===== src/rtl/phy_rx_pkg.sv =====
// Shared state encoding and default link symbols for the phy_rx sync controller.
package phy_rx_pkg;

  typedef enum logic [1:0] {
    ST_SEARCH  = 2'd0,
    ST_ALIGN   = 2'd1,
    ST_ACTIVE  = 2'd2,
    ST_RECOVER = 2'd3
  } sync_state_e;

  localparam logic [7:0] COM_DEFAULT = 8'hBC;
  localparam logic [7:0] IDL_DEFAULT = 8'h7C;

endpackage


===== src/rtl/phy_rx_sync_timer.sv =====
// Byte-count timeout for SEARCH/RECOVER: expire pulses on the byte that would bring
// the count to TIMEOUT-1, and the count restarts from zero on that same byte.
module phy_rx_sync_timer #(
  parameter int TIMEOUT = 64
) (
  input  logic clk_f,
  input  logic reset,
  input  logic en,
  input  logic clr,
  output logic expire
);

  localparam int TO_W = (TIMEOUT > 2) ? $clog2(TIMEOUT) : 1;
  localparam logic [TO_W-1:0] TO_LAST = TO_W'(TIMEOUT - 2);
  localparam logic [TO_W-1:0] TO_MAX  = TO_W'(TIMEOUT - 1);

  logic [TO_W-1:0] to_cnt;

  assign expire = en && !clr && (to_cnt == TO_LAST);

  always_ff @(posedge clk_f or posedge reset) begin
    if (reset) begin
      to_cnt <= '0;
    end else if (clr || expire) begin
      to_cnt <= '0;
    end else if (en && (to_cnt != TO_MAX)) begin
      to_cnt <= to_cnt + 1'b1;
    end
  end

endmodule


===== src/rtl/phy_rx_sync_ctrl.sv =====
// Receive link-sync controller: comma lock, COM/IDL stripping, error budget and re-align control.
// Optional PHY_RX_SYNC_STATS_EN adds bc_counter and lock_loss statistics outputs.
//
// state      | meaning
// SEARCH     | hunting for the first good comma; timeout requests re-align
// ALIGN      | counting consecutive good commas towards lock
// ACTIVE     | locked; data forwarded, COM/IDL stripped, errors budgeted
// RECOVER    | lock lost; waiting for a comma or timing out back to SEARCH
module phy_rx_sync_ctrl
  import phy_rx_pkg::*;
#(
  parameter logic [7:0] COM_BYTE    = COM_DEFAULT,
  parameter logic [7:0] IDL_BYTE    = IDL_DEFAULT,
  parameter int         LOCK_COMMAS = 4,
  parameter int         ERR_LIMIT   = 3,
  parameter int         TIMEOUT     = 64
) (
  input  logic       clk_f,
  input  logic       reset,
  input  logic [7:0] byte_in,
  input  logic       byte_valid,
  input  logic       sym_err,
  output logic [7:0] data_out,
  output logic       valid_out,
  output logic       active,
  output logic       realign,
  output logic [1:0] state
`ifdef PHY_RX_SYNC_STATS_EN
  ,
  output logic [3:0] bc_counter,
  output logic [7:0] lock_loss
`endif
);

  localparam int COM_W = (LOCK_COMMAS > 1) ? $clog2(LOCK_COMMAS + 1) : 1;
  localparam int ERR_W = (ERR_LIMIT > 1) ? $clog2(ERR_LIMIT + 1) : 1;
  localparam logic [COM_W-1:0] COM_LOCK = COM_W'(LOCK_COMMAS);
  localparam logic [COM_W-1:0] COM_PRE  = COM_W'(LOCK_COMMAS - 1);
  localparam logic [ERR_W-1:0] ERR_MAX  = ERR_W'(ERR_LIMIT);
  localparam logic [ERR_W-1:0] ERR_PRE  = ERR_W'(ERR_LIMIT - 1);

  sync_state_e      state_q, state_nxt;
  logic [COM_W-1:0] com_cnt, com_nxt;
  logic [ERR_W-1:0] err_cnt, err_nxt;
  logic             good_com;
  logic             fwd;
  logic             realign_nxt;
  logic             to_en, to_clr, to_expire;

  assign good_com = byte_valid && !sym_err && (byte_in == COM_BYTE);
  assign state    = state_q;

  phy_rx_sync_timer #(
    .TIMEOUT(TIMEOUT)
  ) u_timer (
    .clk_f (clk_f),
    .reset (reset),
    .en    (to_en),
    .clr   (to_clr),
    .expire(to_expire)
  );

  always_comb begin
    state_nxt   = state_q;
    com_nxt     = com_cnt;
    err_nxt     = err_cnt;
    realign_nxt = 1'b0;
    fwd         = 1'b0;
    to_en       = 1'b0;
    to_clr      = 1'b0;
    if (byte_valid) begin
      case (state_q)
        ST_SEARCH, ST_RECOVER: begin
          if (good_com) begin
            com_nxt = COM_W'(1);
            to_clr  = 1'b1;
            if (LOCK_COMMAS == 1) begin
              state_nxt = ST_ACTIVE;
              err_nxt   = '0;
            end else begin
              state_nxt = ST_ALIGN;
            end
          end else begin
            to_en = 1'b1;
            if (to_expire) begin
              realign_nxt = 1'b1;
              state_nxt   = ST_SEARCH;
            end
          end
        end
        ST_ALIGN: begin
          to_clr = 1'b1;
          if (good_com) begin
            if (com_cnt >= COM_PRE) begin
              com_nxt   = COM_LOCK;
              state_nxt = ST_ACTIVE;
              err_nxt   = '0;
            end else begin
              com_nxt = com_cnt + 1'b1;
            end
          end else begin
            // any break in the comma run (IDL, data or errored byte) restarts the hunt
            com_nxt   = '0;
            state_nxt = ST_SEARCH;
          end
        end
        ST_ACTIVE: begin
          to_clr = 1'b1;
          if (sym_err) begin
            if (err_cnt >= ERR_PRE) begin
              err_nxt     = ERR_MAX;
              state_nxt   = ST_RECOVER;
              realign_nxt = 1'b1;
            end else begin
              err_nxt = err_cnt + 1'b1;
            end
          end else if (byte_in == COM_BYTE) begin
            err_nxt = '0;
          end else if (byte_in != IDL_BYTE) begin
            fwd = 1'b1;
          end
        end
        default: state_nxt = ST_SEARCH;
      endcase
    end
  end

  always_ff @(posedge clk_f or posedge reset) begin
    if (reset) begin
      state_q   <= ST_SEARCH;
      com_cnt   <= '0;
      err_cnt   <= '0;
      data_out  <= '0;
      valid_out <= 1'b0;
      active    <= 1'b0;
      realign   <= 1'b0;
    end else begin
      state_q   <= state_nxt;
      com_cnt   <= com_nxt;
      err_cnt   <= err_nxt;
      valid_out <= fwd;
      active    <= (state_nxt == ST_ACTIVE);
      realign   <= realign_nxt;
      if (fwd) begin
        data_out <= byte_in;
      end
    end
  end

`ifdef PHY_RX_SYNC_STATS_EN
  logic leave_active;
  assign leave_active = (state_q == ST_ACTIVE) && (state_nxt != ST_ACTIVE);

  always_ff @(posedge clk_f or posedge reset) begin
    if (reset) begin
      bc_counter <= '0;
      lock_loss  <= '0;
    end else begin
      if (leave_active) begin
        bc_counter <= '0;
      end else if ((state_q == ST_ACTIVE) && good_com && (bc_counter != 4'hF)) begin
        bc_counter <= bc_counter + 1'b1;
      end
      if (leave_active && (state_nxt == ST_RECOVER) && (lock_loss != 8'hFF)) begin
        lock_loss <= lock_loss + 1'b1;
      end
    end
  end
`endif

endmodule


===== config.mk =====
export PLATFORM = sky130hd
export DESIGN_NAME = phy_rx_sync_ctrl
export DESIGN_NICKNAME = d
export VERILOG_FILES = /design/src/rtl/phy_rx_pkg.sv /design/src/rtl/phy_rx_sync_timer.sv /design/src/rtl/phy_rx_sync_ctrl.sv
export SDC_FILE = /design/constraint.sdc
export NUM_CORES = 1
export LEC_CHECK = 0
export ABC_AREA = 0
export BUFFER_PORTS_ARGS = -buffer_cell sky130_fd_sc_hd__buf_4
export CORE_MARGIN = 2
export CORE_UTILIZATION = 60
export DETAILED_ROUTE_END_ITERATION = 8
export GPL_TIMING_DRIVEN = 0
export PLACE_DENSITY = 0.85
export SETUP_SLACK_MARGIN = 0.4
export SYNTH_ARGS = -nofsm -noshare
export SYNTH_HDL_FRONTEND = slang
export SYNTH_HIERARCHICAL = 1
export SYNTH_SLANG_ARGS = --single-unit

===== constraint.sdc =====
create_clock -name clk_f -period 4.3 [get_ports clk_f]
set_clock_uncertainty 0.15 [all_clocks]
set_input_delay 0.43 -clock clk_f [delete_from_list [all_inputs] [get_ports clk_f]]
set_output_delay 0.43 -clock clk_f [all_outputs]
set_load 0.03 [all_outputs]

==> flow_summary_export.csv <==
group,metric,value,unit
grt,grt_pass1_wl,5444,um
detailed_routing,wl_per_cell,15.25,um
critical_path,r2r_slack,1.83,ns
min_path,hp-class,"in -> reg",
critical_path,cpMaxStageDelayCell,"a21boi_0",
grt,grt_max_degree,19,
clocking,cts-resized-gates,0,
critical_path,worstPathRequired,4.35,ns
cells_and_area,fillerInstances,178,
critical_path,end_kind,"flip-flop",
timing,final.period_utilization,57.41,%
power_and_ir_drop,vdd_drop_max,518.1,uV
clocking,cts_tree,"yes",
critical_path,crit_buf_inv,1,
grt,antenna_found_initial,0,
yosys,yosys_warnings,6,
yosys,ys_seq_area_share,39.90,%
yosys,ys_ff_latch,24,
min_path,hp-start,"byte_in[0]",
timing,grt_setup_unrepaired,"false",
die,start_util,61.88,%
grt,grt_overflow,0,
critical_path,max_stage_delay,0.55,ns
timing,fmax,0.4051,GHz
power_and_ir_drop,p_leak,0.8043,nW
timing,fin_crit,2.469,ns
clocking,clk_pin_slew_worst_paths,0.14,ns
timing,setup_violations,0,
yosys,syn_inst,151,
critical_path,crit_top_cell,"a22oi_1",
yosys,yosysUniqueCellTypes,50,
detailed_routing,met1Wirelength,1415,um
cells_and_area,final_nets,199,
critical_path,crit_family,"compound AO/OA/AOI/OAI gates",
critical_path,crit_chain,"inv_1 -> ha_1 -> a21boi_0 -> nor3_1 -> nand2_1 -> a21oi_1 -> a22oi_1 -> a22oi_1",
placed_design,preCtsSetupSlack,1.687,ns
yosys,synth_area,1505,um^2
job,cap_violations,0,
clocking,post_cts_buffers,0,
detailed_routing,vias_per_cell,5.990,
critical_path,arrival,2.52,ns
timing,max_slew_margin,54.76,%
die,rows,18,
die,die_h,54.09,um
clocking,clockBufferDepth,2,
min_path,hold_end,"data_out[0]",
placed_design,dp_hpwl,2435,um
critical_path,timing.rr.start,"state[0]",
placed_design,gp_congestion,0.7849,
detailed_routing,ant_nets,0,
timing,worstMarginPinSlew,0.6778,ns
yosys,avgSynthCellArea,9.968,um^2
detailed_routing,route.met2.wl,1643,um
critical_path,crit_fanout,8,
detailed_routing,routed.top_layer,"met4",
critical_path,worstSetupPathType,"reg -> reg",
cells_and_area,final_common_cell,"buf_4",
clocking,clock-root-buffer,"clkbuf_4",
power_and_ir_drop,power_density,597.5,nW/um^2
cells_and_area,drive_above_1_share,26.11,%
detailed_routing,drc,0,
timing,final_max_slew_viol_count,0,
timing,finalHoldViolCount,0,
yosys,ys.flop_type,"dfrtp_1",
clocking,htreeDepth,1,
critical_path,startpoint_type,"flip-flop",
cells_and_area,diodes,0,
timing,setup_slack,1.831,ns
die,ioPinCount,25,
detailed_routing,dr.first_iter.drc_count,35,
clocking,numCtsBuffers,3,
yosys,synth.net_count,169,
die,fp.dieW,54.09,um
critical_path,r2r-end,"active",
status,status,"complete, no violations",
yosys,async_reset_ff_share,100.0,%
cells_and_area,area_delta_synth_final,17.54,%
critical_path,r2r_cells,8,
die,core,2432,um^2
yosys,synth_edf_count,0,
grt,grt_use_total,25.64,%
clocking,insertion_delay,0.32,ns
detailed_routing,drt_first_pass_iters,4,
grt,grt_pass1_vias,1227,
placed_design,io_buffers,24,
die,dieArea,2925,um^2
timing,final.setup.tns,0,ns
detailed_routing,routed_wirelength,3203,um
clocking,cts_sinks,24,
detailed_routing,vias,1258,
detailed_routing,dr_wl_met3,114,um
min_path,min_path_cells,2,
cells_and_area,final_cell_mix,"buf_4, dfrtp_1, nand2_1, nor2_1, inv_1",
==> sequential cells by signal, summed over array words and instances, names as in the netlist <==
| name | count |
|---|---|
| data_out | 8 |
| u_timer/to_cnt | 6 |
| com_cnt | 3 |
| err_cnt | 2 |
| state | 2 |
| active | 1 |
| realign | 1 |
| valid_out | 1 |
==> worst max-delay path by stage <==
stage / startpoint / end / slack [ns] / depth (start not counted)
2_1_floorplan: state[0] / state[0] / 2.02 / 10
4_1_cts: state[0] / active / 1.83 / 8
5_1_grt: state[0] / active / 1.56 / 10
3_5_place_dp: byte_in[1] / active / 1.69 / 9
6_report: state[0] / active / 1.83 / 8
3_3_place_gp: byte_in[1] / active / 1.74 / 9
==> per-stage QoR <==
step	hold WS [ns]	util, %	cell area (um^2)	total power (W)	std cells
finish	0.1924	72.74	1769	0.001057	210
global route	0.2009	72.74	1769	0.001132	210
CTS	0.1919	72.74	1769	0.001057	210
detailed placement	0.2347	70.83	1723	0.0009338	205
global placement	0.2243	70.83	1723	0.0009075	205
floorplan	0.07096	-	1505	0.0007632	151
==> where the power goes <==
group / internal, W / switching (W) / leakage (nW) / total (W)
Clock: 0.0000518 / 0.0000713 / 0.0210 / 0.000123
Sequential: 0.000305 / 0.0000673 / 0.297 / 0.000372
Combinational: 0.000232 / 0.000330 / 0.486 / 0.000562
==> cell families after synthesis <==
group           count (synthesis)  synth area share [%]
fa+ha+maj                       6                 4.987
mux                             8                 5.735
buf+inv                        14                 4.073
flops                          24                 39.90
xor+xnor                        1                0.5820
compound gates                 37                 18.54
simple gates                   61                 26.18
==> synth_stat cells (3+ instances only) <==
| master | n | area [um^2] |
|---|---|---|
| dfrtp_1 | 24 | 600.6 |
| nand2_1 | 16 | 60.06 |
| inv_1 | 11 | 41.29 |
| nor2_1 | 11 | 41.29 |
| a21oi_1 | 9 | 45.04 |
| ha_1 | 6 | 75.07 |
| mux2_2 | 5 | 56.30 |
| nand3_1 | 5 | 25.02 |
| a211oi_1 | 3 | 22.52 |
| and2_1 | 3 | 18.77 |
| mux2i_1 | 3 | 30.03 |
| nand4_1 | 3 | 18.77 |
| nor2b_1 | 3 | 18.77 |
| nor3_1 | 3 | 15.01 |
==> routing by layer <==
metal,vias to the layer above,track usage [%]
met5,-,0
met4,0,7.500
met1,607,31.94
met2,26,45.93
met3,4,3.333
li1,621,-
==> layout make-up <==
cell class                      instances  area (um^2)  share of cell area, %
Buffer                                  3        20.02                  1.132
Clock buffer                            4        36.28                  2.051
Inverter                               11        41.29                  2.334
Multi-Input combinational cell        113        843.3                  47.67
Sequential cell                        24        600.6                  33.95
Tap cell                               30        37.54                  2.122
Timing Repair Buffer                   25        190.2                  10.75
==> what timing repair did <==
action,4_1_cts,5_1_grt
setup endpoints to repair,0,0
endpoints found under the hold margin,6,0
hold buffers,1,0
No activity file was read; power rests on OpenSTA's default activity.
